File: src/rtl/mem_arbiter_pkg.sv
// rtl/mem_arbiter_pkg.sv - shared types and constants for the fetch/data memory arbiter
//
// Purpose: response FSM state encoding and the fetch starvation threshold,
//          imported by mem_arbiter and mem_arb_fair.
// Ports:   none (package).

package mem_arbiter_pkg;

  // Response-phase state: which requester owns the SRAM read data this cycle.
  typedef enum logic [1:0] {
    IDLE   = 2'd0,
    RSP_IF = 2'd1,
    RSP_DM = 2'd2
  } arb_state_e;

  // Number of denied fetch cycles after which fetch wins the next conflict.
  localparam logic [1:0] STARVE_THRESH = 2'd2;

endpackage

File: src/rtl/mem_arbiter_if.sv
// rtl/mem_arbiter_if.sv - bus bundle between pipeline stages, arbiter and shared SRAM
//
// Purpose: groups the fetch port, data port, SRAM command/response and stall.
// Ports:   if_*  fetch request/grant/response
//          dm_*  data request/grant/response
//          mem_* single-port SRAM command and read data
//          stall pipeline stall
// Modports: slave  - the arbiter
//           master - the environment (pipeline + SRAM)

interface mem_arbiter_if;
  logic        if_req;
  logic [31:0] if_addr;
  logic        if_flush;
  logic        if_gnt;
  logic        if_valid;
  logic [31:0] if_rdata;

  logic        dm_req;
  logic [31:0] dm_addr;
  logic [3:0]  dm_w_en;
  logic [31:0] dm_wdata;
  logic        dm_gnt;
  logic        dm_valid;
  logic [31:0] dm_rdata;

  logic        mem_cs;
  logic [31:0] mem_addr;
  logic [3:0]  mem_w_en;
  logic [31:0] mem_wdata;
  logic [31:0] mem_rdata;

  logic        stall;

  modport slave (
    input  if_req, if_addr, if_flush,
    input  dm_req, dm_addr, dm_w_en, dm_wdata,
    input  mem_rdata,
    output if_gnt, if_valid, if_rdata,
    output dm_gnt, dm_valid, dm_rdata,
    output mem_cs, mem_addr, mem_w_en, mem_wdata,
    output stall
  );

  modport master (
    output if_req, if_addr, if_flush,
    output dm_req, dm_addr, dm_w_en, dm_wdata,
    output mem_rdata,
    input  if_gnt, if_valid, if_rdata,
    input  dm_gnt, dm_valid, dm_rdata,
    input  mem_cs, mem_addr, mem_w_en, mem_wdata,
    input  stall
  );
endinterface

File: src/rtl/mem_arb_fair.sv
// rtl/mem_arb_fair.sv - fetch starvation counter for the memory arbiter
//
// Purpose: counts cycles in which a pending fetch is denied and raises
//          if_prio once the count reaches STARVE_THRESH.
// Ports:   clk, rst  clock, async active-high reset
//          if_req    fetch request pending
//          if_gnt    fetch granted this cycle
//          if_prio   fetch wins the next conflict

module mem_arb_fair
  import mem_arbiter_pkg::*;
(
  input  logic clk,
  input  logic rst,
  input  logic if_req,
  input  logic if_gnt,
  output logic if_prio
);

  logic [1:0] cnt;

  // Any fetch grant relieves starvation; saturate so the count never wraps.
  always_ff @(posedge clk or posedge rst) begin
    if (rst) begin
      cnt <= 2'd0;
    end else if (if_gnt) begin
      cnt <= 2'd0;
    end else if (if_req && cnt != 2'd3) begin
      cnt <= cnt + 2'd1;
    end
  end

  assign if_prio = (cnt >= STARVE_THRESH);

endmodule

File: src/rtl/mem_arbiter.sv
// rtl/mem_arbiter.sv - fetch/data arbiter in front of a shared single-port SRAM
//
// Purpose: grants one of fetch/data per cycle (data has priority), drives the
//          winner's command onto the SRAM and routes the read data back one
//          cycle later. Build option MEM_ARB_FAIR_EN adds fetch anti-starvation.
// Ports:   clk  clock
//          rst  async active-high reset
//          bus  mem_arbiter_if.slave (fetch port, data port, SRAM, stall)

module mem_arbiter
  import mem_arbiter_pkg::*;
(
  input  logic           clk,
  input  logic           rst,
  mem_arbiter_if.slave   bus
);

  arb_state_e state;
  logic       if_drop;
  logic       if_prio;
  logic       if_win;
  logic       dm_win;
  logic       if_ok;
  logic       dm_ok;

`ifdef MEM_ARB_FAIR_EN
  mem_arb_fair u_fair (
    .clk     (clk),
    .rst     (rst),
    .if_req  (bus.if_req),
    .if_gnt  (if_win),
    .if_prio (if_prio)
  );
`else
  assign if_prio = 1'b0;
`endif

  // Data wins conflicts unless a starved fetch has earned priority.
  assign dm_win = bus.dm_req & ~(bus.if_req & if_prio);
  assign if_win = bus.if_req & ~dm_win;

  always_comb begin
    bus.if_gnt    = if_win;
    bus.dm_gnt    = dm_win;
    bus.mem_cs    = if_win | dm_win;
    bus.mem_addr  = '0;
    bus.mem_w_en  = '0;
    bus.mem_wdata = '0;
    if (dm_win) begin
      bus.mem_addr  = bus.dm_addr;
      bus.mem_w_en  = bus.dm_w_en;
      bus.mem_wdata = bus.dm_wdata;
    end else if (if_win) begin
      bus.mem_addr  = bus.if_addr;
    end
    bus.stall = (bus.if_req & ~if_win) | (bus.dm_req & ~dm_win);
  end

  // State names the owner of next cycle's SRAM data. if_drop remembers a
  // flush seen in the fetch grant cycle so that response is swallowed.
  always_ff @(posedge clk or posedge rst) begin
    if (rst) begin
      state   <= IDLE;
      if_drop <= 1'b0;
    end else begin
      if_drop <= 1'b0;
      if (dm_win) begin
        state <= RSP_DM;
      end else if (if_win) begin
        state   <= RSP_IF;
        if_drop <= bus.if_flush;
      end else begin
        state <= IDLE;
      end
    end
  end

  assign if_ok = (state == RSP_IF) & ~if_drop & ~bus.if_flush;
  assign dm_ok = (state == RSP_DM);

  assign bus.if_valid = if_ok;
  assign bus.if_rdata = if_ok ? bus.mem_rdata : '0;
  assign bus.dm_valid = dm_ok;
  assign bus.dm_rdata = dm_ok ? bus.mem_rdata : '0;

endmodule
File: src/flat_wrapper.sv
// flat-port wrapper written by rule: the top's interface ports become plain ports
module mem_arbiter_flat import mem_arbiter_pkg::*;
  (clk, rst, bus_if_req, bus_if_addr, bus_if_flush, bus_dm_req, bus_dm_addr, bus_dm_w_en, bus_dm_wdata, bus_mem_rdata, bus_if_gnt, bus_if_valid, bus_if_rdata, bus_dm_gnt, bus_dm_valid, bus_dm_rdata, bus_mem_cs, bus_mem_addr, bus_mem_w_en, bus_mem_wdata, bus_stall);
  mem_arbiter_if bus_i ();
  input  logic clk;
  input  logic rst;
  input wire logic [$bits(bus_i.if_req)-1:0] bus_if_req;
  input wire logic [$bits(bus_i.if_addr)-1:0] bus_if_addr;
  input wire logic [$bits(bus_i.if_flush)-1:0] bus_if_flush;
  input wire logic [$bits(bus_i.dm_req)-1:0] bus_dm_req;
  input wire logic [$bits(bus_i.dm_addr)-1:0] bus_dm_addr;
  input wire logic [$bits(bus_i.dm_w_en)-1:0] bus_dm_w_en;
  input wire logic [$bits(bus_i.dm_wdata)-1:0] bus_dm_wdata;
  input wire logic [$bits(bus_i.mem_rdata)-1:0] bus_mem_rdata;
  output wire logic [$bits(bus_i.if_gnt)-1:0] bus_if_gnt;
  output wire logic [$bits(bus_i.if_valid)-1:0] bus_if_valid;
  output wire logic [$bits(bus_i.if_rdata)-1:0] bus_if_rdata;
  output wire logic [$bits(bus_i.dm_gnt)-1:0] bus_dm_gnt;
  output wire logic [$bits(bus_i.dm_valid)-1:0] bus_dm_valid;
  output wire logic [$bits(bus_i.dm_rdata)-1:0] bus_dm_rdata;
  output wire logic [$bits(bus_i.mem_cs)-1:0] bus_mem_cs;
  output wire logic [$bits(bus_i.mem_addr)-1:0] bus_mem_addr;
  output wire logic [$bits(bus_i.mem_w_en)-1:0] bus_mem_w_en;
  output wire logic [$bits(bus_i.mem_wdata)-1:0] bus_mem_wdata;
  output wire logic [$bits(bus_i.stall)-1:0] bus_stall;
  assign bus_i.if_req = bus_if_req;
  assign bus_i.if_addr = bus_if_addr;
  assign bus_i.if_flush = bus_if_flush;
  assign bus_i.dm_req = bus_dm_req;
  assign bus_i.dm_addr = bus_dm_addr;
  assign bus_i.dm_w_en = bus_dm_w_en;
  assign bus_i.dm_wdata = bus_dm_wdata;
  assign bus_i.mem_rdata = bus_mem_rdata;
  assign bus_if_gnt = bus_i.if_gnt;
  assign bus_if_valid = bus_i.if_valid;
  assign bus_if_rdata = bus_i.if_rdata;
  assign bus_dm_gnt = bus_i.dm_gnt;
  assign bus_dm_valid = bus_i.dm_valid;
  assign bus_dm_rdata = bus_i.dm_rdata;
  assign bus_mem_cs = bus_i.mem_cs;
  assign bus_mem_addr = bus_i.mem_addr;
  assign bus_mem_w_en = bus_i.mem_w_en;
  assign bus_mem_wdata = bus_i.mem_wdata;
  assign bus_stall = bus_i.stall;
  mem_arbiter u_core (.clk(clk), .rst(rst), .bus(bus_i));
endmodule
File: config.mk
export PLATFORM = sky130hd
export DESIGN_NAME = mem_arbiter_flat
export DESIGN_NICKNAME = d
export VERILOG_FILES = /design/src/rtl/mem_arbiter_pkg.sv /design/src/rtl/mem_arbiter_if.sv /design/src/rtl/mem_arb_fair.sv /design/src/rtl/mem_arbiter.sv /design/src/flat_wrapper.sv
export SDC_FILE = /design/constraint.sdc
export NUM_CORES = 1
export LEC_CHECK = 0
export ABC_AREA = 1
export BUFFER_PORTS_ARGS = -buffer_cell sky130_fd_sc_hd__buf_4
export CAP_MARGIN = 20
export CORE_AREA = 2 2 107 109
export CTS_CLUSTER_DIAMETER = 60
export DETAILED_ROUTE_END_ITERATION = 10
export DIE_AREA = 0 0 109 111
export GPL_TIMING_DRIVEN = 0
export PLACE_DENSITY = 0.49
export SLEW_MARGIN = 20
export SYNTH_ARGS = -nofsm -noshare
export SYNTH_HDL_FRONTEND = slang
export SYNTH_HIERARCHICAL = 1
export SYNTH_SLANG_ARGS = --single-unit
File: constraint.sdc
create_clock -name clk -period 1.75 [get_ports clk]
set_input_delay 0.0875 -clock clk [delete_from_list [all_inputs] [get_ports clk]]
set_output_delay 0.0875 -clock clk [all_outputs]
set_load 0.02 [all_outputs]
==> results of run 1 <==
==> through the flow <==
stage	power (W)	area [sq um]	util [%]	hold slack, ps	cells
floorplan	0.000509	1400	-	-159	302
global placement	0.00103	3640	32.9	-36.6	719
detailed placement	0.00103	3640	32.9	-32.5	719
CTS	0.00140	3740	33.8	95.4	725
global route	0.00148	3740	33.8	110	725
finish	0.00139	3740	33.8	96.4	725
==> registers in the layout (all words and copies together), names as in the netlist <==
register	cells
u_core/if_drop	1
u_core/state	2
==> cell usage after synthesis <==
cell and n:
inv_1 108, nand2_1 70, nor2_1 66, o21ai_2 27, buf_2 13, o21ai_0 5, buf_6 4, dfrtp_1 3
buf_4 1, inv_2 1, nand2_2 1, nand2_4 1, nor2_2 1, or2_1 1
==> cell families (layout without fill, tap and decap cells) <==
group / Yosys count / after routing / share of synthesized area [%]
buffers and inverters: 127 / 407 / 37.5
flip-flops: 3 / 3 / 5.35
AO/OA/AOI/OAI: 32 / 32 / 18.6
AND/OR/NAND/NOR: 140 / 140 / 38.5
==> critical path, stage by stage <==
cell and delay, ps:
dlygate4sd3_1 540, buf_4 150, buf_6 130, inv_2 60, nand2_4 80, buf_6 170, o21ai_2 150, buf_4 170
==> final timing paths <==
| path | startpoint | to |
|---|---|---|
| min in group asynchronous | rst | u_core/if_drop$_DFF_PP0_ |
| max in group asynchronous | rst | u_core/state[1]$_DFF_PP0_ |
| min | bus_if_flush | u_core/if_drop$_DFF_PP0_ |
| max | bus_dm_req | bus_mem_addr[6] |
==> area by class of cell <==
class / count / share of cell area (%)
repair buffers: 276 / 55.6
flip-flops and latches: 3 / 2.01
multi-input cells: 172 / 21.5
plain buffers: 18 / 3.15
well taps: 143 / 4.79
clock buffers: 4 / 2.11
inverters: 109 / 10.9
==> report_power, final <==
group,switching [W],leakage [nW],internal (W),total (W)
sequential,0.00000118,0.0380,0.0000731,0.0000743
clock,0.0000611,0.0382,0.000301,0.000362
combinational,0.000482,2.52,0.000470,0.000953
total,0.000545,2.60,0.000844,0.00139
==> metal layers <==
layer	track usage, %	vias to the layer above
li1	-	1373
met1	12.3	1120
met2	25.1	158
met3	2.82	6
met4	2.14	0
met5	0	-
==> results.sh, run 1 <==
export IMPL_critical_path_class="primary input to output pin"
export IMPL_syn_avg_cell_area_sq_um=4.65
export IMPL_syn_nets=439
export IMPL_track_usage_pct=12.3
export IMPL_start_kind="primary input"
export IMPL_cts_hold_buf=2
export IMPL_m1WireLength_microns=2810
export IMPL_yosysTopAreaCellShare_pct=28.9
export IMPL_n_fill_cell=1228
export IMPL_outcome="completed"
export IMPL_overflow=0
export IMPL_finalCritPeriodShare_pct=93.3
export IMPL_syn_to_final_growth_pct=166
export IMPL_regArea_sq_um=75.1
export IMPL_routed_wl_microns=8100
export IMPL_rsz0062_at_grt="false"
export IMPL_place_ws_ps=580
export IMPL_critical_path_arrival_ps=1550
export IMPL_die_area_sq_um=12100
export IMPL_setup_tns_ps=0
export IMPL_portBuffers=274
export IMPL_cts_tree="built"
export IMPL_hold_violations=0
export IMPL_h_tree_depth=1
export IMPL_cts_max_path_buffers=2
export IMPL_layout_min_cycle_time_ps=1630
export IMPL_yosysTopAreaCell="inv_1"
export IMPL_route_met2_wl_microns=4290
export IMPL_power_leakage_nw=2.60
export IMPL_yosysWarnings=6
export IMPL_drive_above_1_share_pct=56.0
export IMPL_setup_viol=0
export IMPL_fmax_ghz=0.613
export IMPL_multi_input_area_sq_um=802
export IMPL_drv_slew=0
export IMPL_path_clk_slew_ps=30
export IMPL_final_cell_mix="275 x buf_4, 108 x inv_1, 70 x nand2_1"
export IMPL_synth_distinct_cells=14
export IMPL_layout_commonest_cell="buf_4"
export IMPL_core_rowCount=39
export IMPL_detailedRoute_firstPassIterationCount=6
export IMPL_fp_dieW_microns=109
export IMPL_slew_headroom_pct=85.1
export IMPL_dp_hpwl_microns=7290
export IMPL_vias_per_cell=3.66
export IMPL_seq_area_frac_synth_pct=5.35
export IMPL_final_nets=720
export IMPL_postCtsSetupBuffers=0
export IMPL_highest_signal_layer="met4"
export IMPL_syn_area_sq_um=1400
export IMPL_grt_max_degree=11
export IMPL_synth_cells=302
export IMPL_grt_pass1_vias=2616
export IMPL_holdPathStages=3
export IMPL_hp_class="primary input to flop"
export IMPL_cts_resized=0
export IMPL_vias=2657
export IMPL_wl_met3_microns=938
export IMPL_grt_antenna_before_repair=0
export IMPL_insertedDiodeCount=0
export IMPL_ios=275
export IMPL_drtAntennaViolNets=0
export IMPL_cts_buffers_inserted=3
export IMPL_start_util_pct=12.7
export IMPL_drc=0
export IMPL_synth_seq_cells=3
export IMPL_worst_slack_ps=117
export IMPL_ir_worst_vdd_mv=0.243
export IMPL_critical_path_endpoint_type="output pin"
export IMPL_drv_cap=0
export IMPL_place_gp_congestion=0.763
export IMPL_clock_sinks=3
export IMPL_fp_dieH_microns=111
export IMPL_core_area_sq_um=11100
export IMPL_crit_fanout=10
export IMPL_grt_pass1_wl_microns=12100
export IMPL_wl_per_cell_microns=11.2
export IMPL_power_density_nw_per_um2=371
export IMPL_cp_data_required_time_ps=1660
export IMPL_netlist_top_cells_area="inv_1 29%, nand2_1 19%, nor2_1 18%, o21ai_2 17%, dfrtp_1 5.3%"
export IMPL_drt_iter0_markers=93
export IMPL_cts_root_buf="clkbuf_16"
export IMPL_worst_pin_slew_ps=221
(Power assumes the default switching activity.)
==> run 2: changes to the inputs <==
==> constraint.sdc (replaced) <==
create_clock -name clk -period 1.75 [get_ports clk]
set_input_delay 0.0875 -clock clk [delete_from_list [all_inputs] [get_ports clk]]
set_output_delay 0.0875 -clock clk [all_outputs]
set_load 0.05 [all_outputs]
==> run 2 against run 1 <==
  * Global-route usage stayed put
  * Setup slack worse by 57 ps
  * Clock power hardly changed
  * Critical path depth stayed put
  * Total power is 26% higher
  * First-iteration DRC count is 2.2% higher
  * Non-clock buffer count stayed put
  * Hold slack stayed put
  * Clock-buffer cell count stayed put
  * Critical path type unchanged
  * Largest power group unchanged
==> results.sh, run 2 (synthesis gave the netlist of run 1 again) <==
export IMPL_outcome="completed"
export IMPL_n_fill_cell=1229
export IMPL_power_leakage_nw=2.60
export IMPL_cts_max_path_buffers=2
export IMPL_worst_pin_slew_ps=221
export IMPL_place_gp_congestion=0.763
export IMPL_h_tree_depth=1
export IMPL_swShare_pct=51.5
export IMPL_cts_buffers_inserted=3
export IMPL_drt_iter0_markers=95
export IMPL_grt_most_used_layer="met2"
export IMPL_grt_antenna_before_repair=0
export IMPL_grt_pass1_vias=2616
export IMPL_grt_max_degree=11
export IMPL_clock_sinks=3
export IMPL_layout_commonest_cell="buf_4"
export IMPL_overflow=0
export IMPL_cp_data_required_time_ps=1660
export IMPL_path_clk_slew_ps=30
export IMPL_fp_dieH_microns=111
export IMPL_final_cell_mix="274 x buf_4, 108 x inv_1, 70 x nand2_1"
export IMPL_vias=2663
export IMPL_critical_path_class="primary input to output pin"
export IMPL_routed_wl_microns=8110
export IMPL_core_rowCount=39
export IMPL_vias_per_cell=3.67
export IMPL_hold_violations=0
export IMPL_portBuffers=274
export IMPL_pwr_share_comb_pct=75.2
export IMPL_design_area_sq_um=3740
export IMPL_power_switching_w=0.000904
export IMPL_final_nets=720
export IMPL_crit_fanout=10
export IMPL_ir_worst_vdd_mv=0.247
export IMPL_critical_path_endpoint_type="output pin"
export IMPL_drive_above_1_share_pct=56.0
export IMPL_insertedDiodeCount=0
export IMPL_drtAntennaViolNets=0
export IMPL_power_frac_clock_pct=20.6
export IMPL_drc=0
export IMPL_hp_class="primary input to flop"
export IMPL_fin_util_pct=33.8
export IMPL_p_int_w=0.000852
export IMPL_largest_register="u_core/state"
export IMPL_core_area_sq_um=11100
export IMPL_cts_tree="built"
export IMPL_syn_to_final_growth_pct=167
export IMPL_fp_dieW_microns=109
export IMPL_holdPathStages=3
export IMPL_drv_cap=0
export IMPL_layout_min_cycle_time_ps=1690
export IMPL_detailedRoute_firstPassIterationCount=6
export IMPL_holdPathEnd="u_core/if_drop$_DFF_PP0_"
export IMPL_met3_usage_pct=2.82
export IMPL_slew_headroom_pct=85.1
export IMPL_place_area_sq_um=3640
export IMPL_die_area_sq_um=12100
export IMPL_top_regs="u_core/state x2, u_core/if_drop x1"
export IMPL_wl_per_cell_microns=11.2
export IMPL_place_ws_ps=523
export IMPL_timing_hold_ws_ps=96.4
export IMPL_seqPwrFrac_pct=4.2
export IMPL_power_density_nw_per_um2=469
export IMPL_setup_tns_ps=0
export IMPL_drv_slew=0
export IMPL_finalCritPeriodShare_pct=96.5
export IMPL_cts_root_buf="clkbuf_16"
export IMPL_rsz0062_at_grt="false"
export IMPL_worst_slack_ps=60.4
export IMPL_largest_register_ffs=2
export IMPL_start_util_pct=12.7
export IMPL_grt_met2_usage_pct=25.1
export IMPL_track_usage_pct=12.3
export IMPL_ios=275
export IMPL_start_kind="primary input"
export IMPL_fmax_ghz=0.592
export IMPL_dp_hpwl_microns=7290
export IMPL_grt_util_met1_pct=12.3
export IMPL_min_from="bus_if_flush"
export IMPL_critical_path_arrival_ps=1600
export IMPL_grt_pass1_wl_microns=12100
export IMPL_setup_viol=0
==> run 2: cell types whose count changed in the layout (fill, tap and decap cells not counted) <==
| cell | before | now |
|---|---|---|
| buf_4 | 275 | 274 |
| buf_6 | 4 | 5 |
==> run 2: power by group through the flow <==
stage	Sequential, W	Combinational, W	Clock [W]
2_1_floorplan	0.0000749	0.000792	0
5_1_grt	0.0000745	0.00140	0.000377
3_5_place_dp	0.0000751	0.00132	0
6_report	0.0000743	0.00132	0.000362
3_3_place_gp	0.0000750	0.00132	0
4_1_cts	0.0000743	0.00133	0.000364
==> run 2: cell type report <==
| cell class | count | area, sq um | share of cell area, % |
|---|---|---|---|
| clock buffers | 4 | 78.8 | 2.11 |
| flip-flops and latches | 3 | 75.1 | 2.01 |
| repair buffers | 276 | 2080 | 55.6 |
| inverters | 109 | 409 | 10.9 |
| well taps | 143 | 179 | 4.78 |
| multi-input cells | 172 | 802 | 21.4 |
| plain buffers | 18 | 118 | 3.14 |
==> run 2: worst max path at each step <==
stage / slack, ps / to / start
3_5_place_dp: 520 / bus_if_rdata[11] / u_core/state[1]$_DFF_PP0_
6_report: 60 / bus_mem_addr[6] / bus_dm_req
2_1_floorplan: 250 / bus_mem_addr[0] / bus_dm_req
4_1_cts: 40 / bus_mem_addr[4] / bus_dm_req
3_3_place_gp: 510 / bus_if_rdata[11] / u_core/if_drop$_DFF_PP0_
5_1_grt: 1 / bus_mem_addr[6] / bus_dm_req
==> run 2: timing repair <==
| action | CTS | global route |
|---|---|---|
| endpoints found under the setup margin | 0 | 1 |
| hold buffers | 2 | 0 |
| gates resized for setup | 0 | 1 |
| hold endpoints to repair | 4 | 0 |
| buffers inserted | 0 | 0 |
==> run 2: worst max-delay path, cell delays in order <==
cell and delay (ps):
dlygate4sd3_1 540, buf_4 150, buf_6 130, inv_2 60
nand2_4 80, buf_6 170, o21ai_2 150, buf_4 220
==> run 2: through the flow <==
step	total power [W]	instances
after floorplan	0.000867	302
after global placement	0.00139	719
after detailed placement	0.00140	719
after CTS	0.00177	725
after global routing	0.00185	725
final	0.00176	725
==> run 2: per-layer routing <==
layer,up-vias,routed length [microns]
li1,1373,-
met1,1126,2800
met2,158,4300
met3,6,940
met4,0,65
met5,-,0
==> run 3: changes to the inputs <==
--- a/config.mk
+++ b/config.mk
@@ -9,6 +9,7 @@
 export BUFFER_PORTS_ARGS = -buffer_cell sky130_fd_sc_hd__buf_4
 export CAP_MARGIN = 20
 export CORE_AREA = 2 2 107 109
+export CTS_BUF_LIST = sky130_fd_sc_hd__clkbuf_8
 export CTS_CLUSTER_DIAMETER = 60
 export DETAILED_ROUTE_END_ITERATION = 10
 export DIE_AREA = 0 0 109 111
==> run 3 against run 2 <==
  * Critical path depth shrank 3
  * Non-clock buffer count decreased by 1
  * Core utilization down 0.43 points
  * First-iteration DRC count is 7.4% lower
  * Flip-flop and latch count is the same
  * Routed wire length down 0.15%
  * Fmax grew 19%
  * Setup slack better by 270 ps
  * Critical endpoint is now bus_if_rdata[11]
  * Largest cell class unchanged
==> results.sh, run 3 (synthesis gave the netlist of run 1 again) <==
export IMPL_outcome="completed"
export IMPL_critPathSlowestCell="dfrtp_1"
export IMPL_path_clk_slew_ps=30
export IMPL_overflow=0
export IMPL_grt_max_degree=11
export IMPL_power_density_nw_per_um2=429
export IMPL_cpPeakStageDelay_ps=370
export IMPL_ios=275
export IMPL_grt_pass1_vias=2612
export IMPL_top_regs="u_core/state x2, u_core/if_drop x1"
export IMPL_ir_worst_vdd_mv=0.158
export IMPL_largest_register="u_core/state"
export IMPL_finalCritPeriodShare_pct=81.4
export IMPL_grt_pass1_wl_microns=12000
export IMPL_drc=0
export IMPL_track_usage_pct=12.2
export IMPL_final_nets=719
export IMPL_regArea_sq_um=75.1
export IMPL_setup_viol=0
export IMPL_dp_hpwl_microns=7290
export IMPL_cts_tree="built"
export IMPL_fp_dieH_microns=111
export IMPL_vias=2648
export IMPL_syn_to_final_growth_pct=163
export IMPL_wl_per_cell_microns=11.2
export IMPL_power_leakage_nw=2.59
export IMPL_drv_cap=0
export IMPL_drtAntennaViolNets=0
export IMPL_final_cell_mix="275 x buf_4, 109 x inv_1, 70 x nand2_1"
export IMPL_worst_path_buf_inv=2
export IMPL_core_rowCount=39
export IMPL_insertedDiodeCount=0
export IMPL_largest_register_ffs=2
export IMPL_vias_per_cell=3.66
export IMPL_holdPathStages=1
export IMPL_fp_dieW_microns=109
export IMPL_critical_path_class="flop to output pin"
export IMPL_setup_tns_ps=0
export IMPL_drt_iter0_markers=88
export IMPL_critical_path_endpoint_type="output pin"
export IMPL_drive_above_1_share_pct=56.1
export IMPL_worst_pin_slew_ps=221
export IMPL_h_tree_depth=1
export IMPL_crit_fanout=10
export IMPL_cpLargestDelayFamily="buffers and inverters"
export IMPL_start_kind="flop"
export IMPL_cp_cell_sequence="nor2_2 -> nand2_2 -> buf_2 -> nor2_1 -> buf_4"
export IMPL_crit_cells=5
export IMPL_routed_wl_microns=8100
export IMPL_n_fill_cell=1235
export IMPL_grt_antenna_before_repair=0
export IMPL_multi_input_area_sq_um=802
export IMPL_detailedRoute_firstPassIterationCount=6
export IMPL_die_area_sq_um=12100
export IMPL_cts_buffers_inserted=3
export IMPL_start_util_pct=12.7
export IMPL_place_gp_congestion=0.763
export IMPL_postCtsSetupBuffers=0
export IMPL_timing_hold_ws_ps=7.59
export IMPL_fmax_ghz=0.702
export IMPL_rsz0062_at_grt="false"
export IMPL_clock_sinks=3
export IMPL_hold_violations=0
export IMPL_layout_min_cycle_time_ps=1420
export IMPL_drv_slew=0
export IMPL_cts_root_buf="clkbuf_8"
export IMPL_layout_commonest_cell="buf_4"
export IMPL_slew_headroom_pct=85.1
export IMPL_core_area_sq_um=11100
export IMPL_cts_max_path_buffers=2
export IMPL_cp_data_required_time_ps=1660
export IMPL_critical_path_arrival_ps=1340
export IMPL_hp_class="primary input to flop"
export IMPL_portBuffers=274
[run 3: cell count changes in the layout (fill, tap and decap cells not counted), sizes merged]
cell	previous run	this run
clkbuf	4	3
dlygate4sd3	2	1
inv	109	110
[run 3: path summary, 6_finish.rpt]
kind                       slack [ps]                        end                      start
worst max-delay path              330           bus_if_rdata[11]  u_core/state[1]$_DFF_PP0_
worst min-delay path                8  u_core/state[1]$_DFF_PP0_                 bus_dm_req
max in group asynchronous        1330  u_core/state[1]$_DFF_PP0_                        rst
min in group asynchronous         300   u_core/if_drop$_DFF_PP0_                        rst
[run 3: area by class of cell]
type                            instances  share of cell area, %
Timing Repair Buffer                  275                   55.9
Multi-Input combinational cell        172                   21.7
Inverter                              109                   11.1
Tap cell                              143                   4.84
Buffer                                 18                   3.18
Sequential cell                         3                   2.03
Clock buffer                            3                   1.12
Clock inverter                          1                  0.102
[run 3: stage by stage]
step	area, sq um	instances	setup slack (ps)	power (W)	utilization (%)
5_1_grt	3690	724	223	0.00168	33.4
6_report	3690	724	326	0.00158	33.4
3_3_place_gp	3640	719	513	0.00139	32.9
4_1_cts	3690	724	294	0.00160	33.4
3_5_place_dp	3640	719	523	0.00140	32.9
2_1_floorplan	1400	302	249	0.000867	-
[run 3: report_power, final]
| part | total (W) | internal, W | switching, W |
|---|---|---|---|
| clock network | 0.000193 | 0.000149 | 0.0000440 |
| registers | 0.0000743 | 0.0000731 | 0.00000118 |
| logic | 0.00132 | 0.000475 | 0.000841 |
| total | 0.00158 | 0.000698 | 0.000886 |
[run 3: timing repair]
item,4_1_cts,5_1_grt
hold buffers,1,0
gates resized for setup,0,0
hold endpoints to repair,3,0
endpoints found under the setup margin,0,0
[run 3: layer usage]
layer | track usage, % | part of all wire [%] | vias to the layer above
li1 | - | - | 1371
met5 | 0 | 0 | -
met4 | 2.14 | 0.62 | 0
met3 | 2.65 | 11 | 4
met2 | 25.1 | 53 | 155
met1 | 12.2 | 35 | 1118
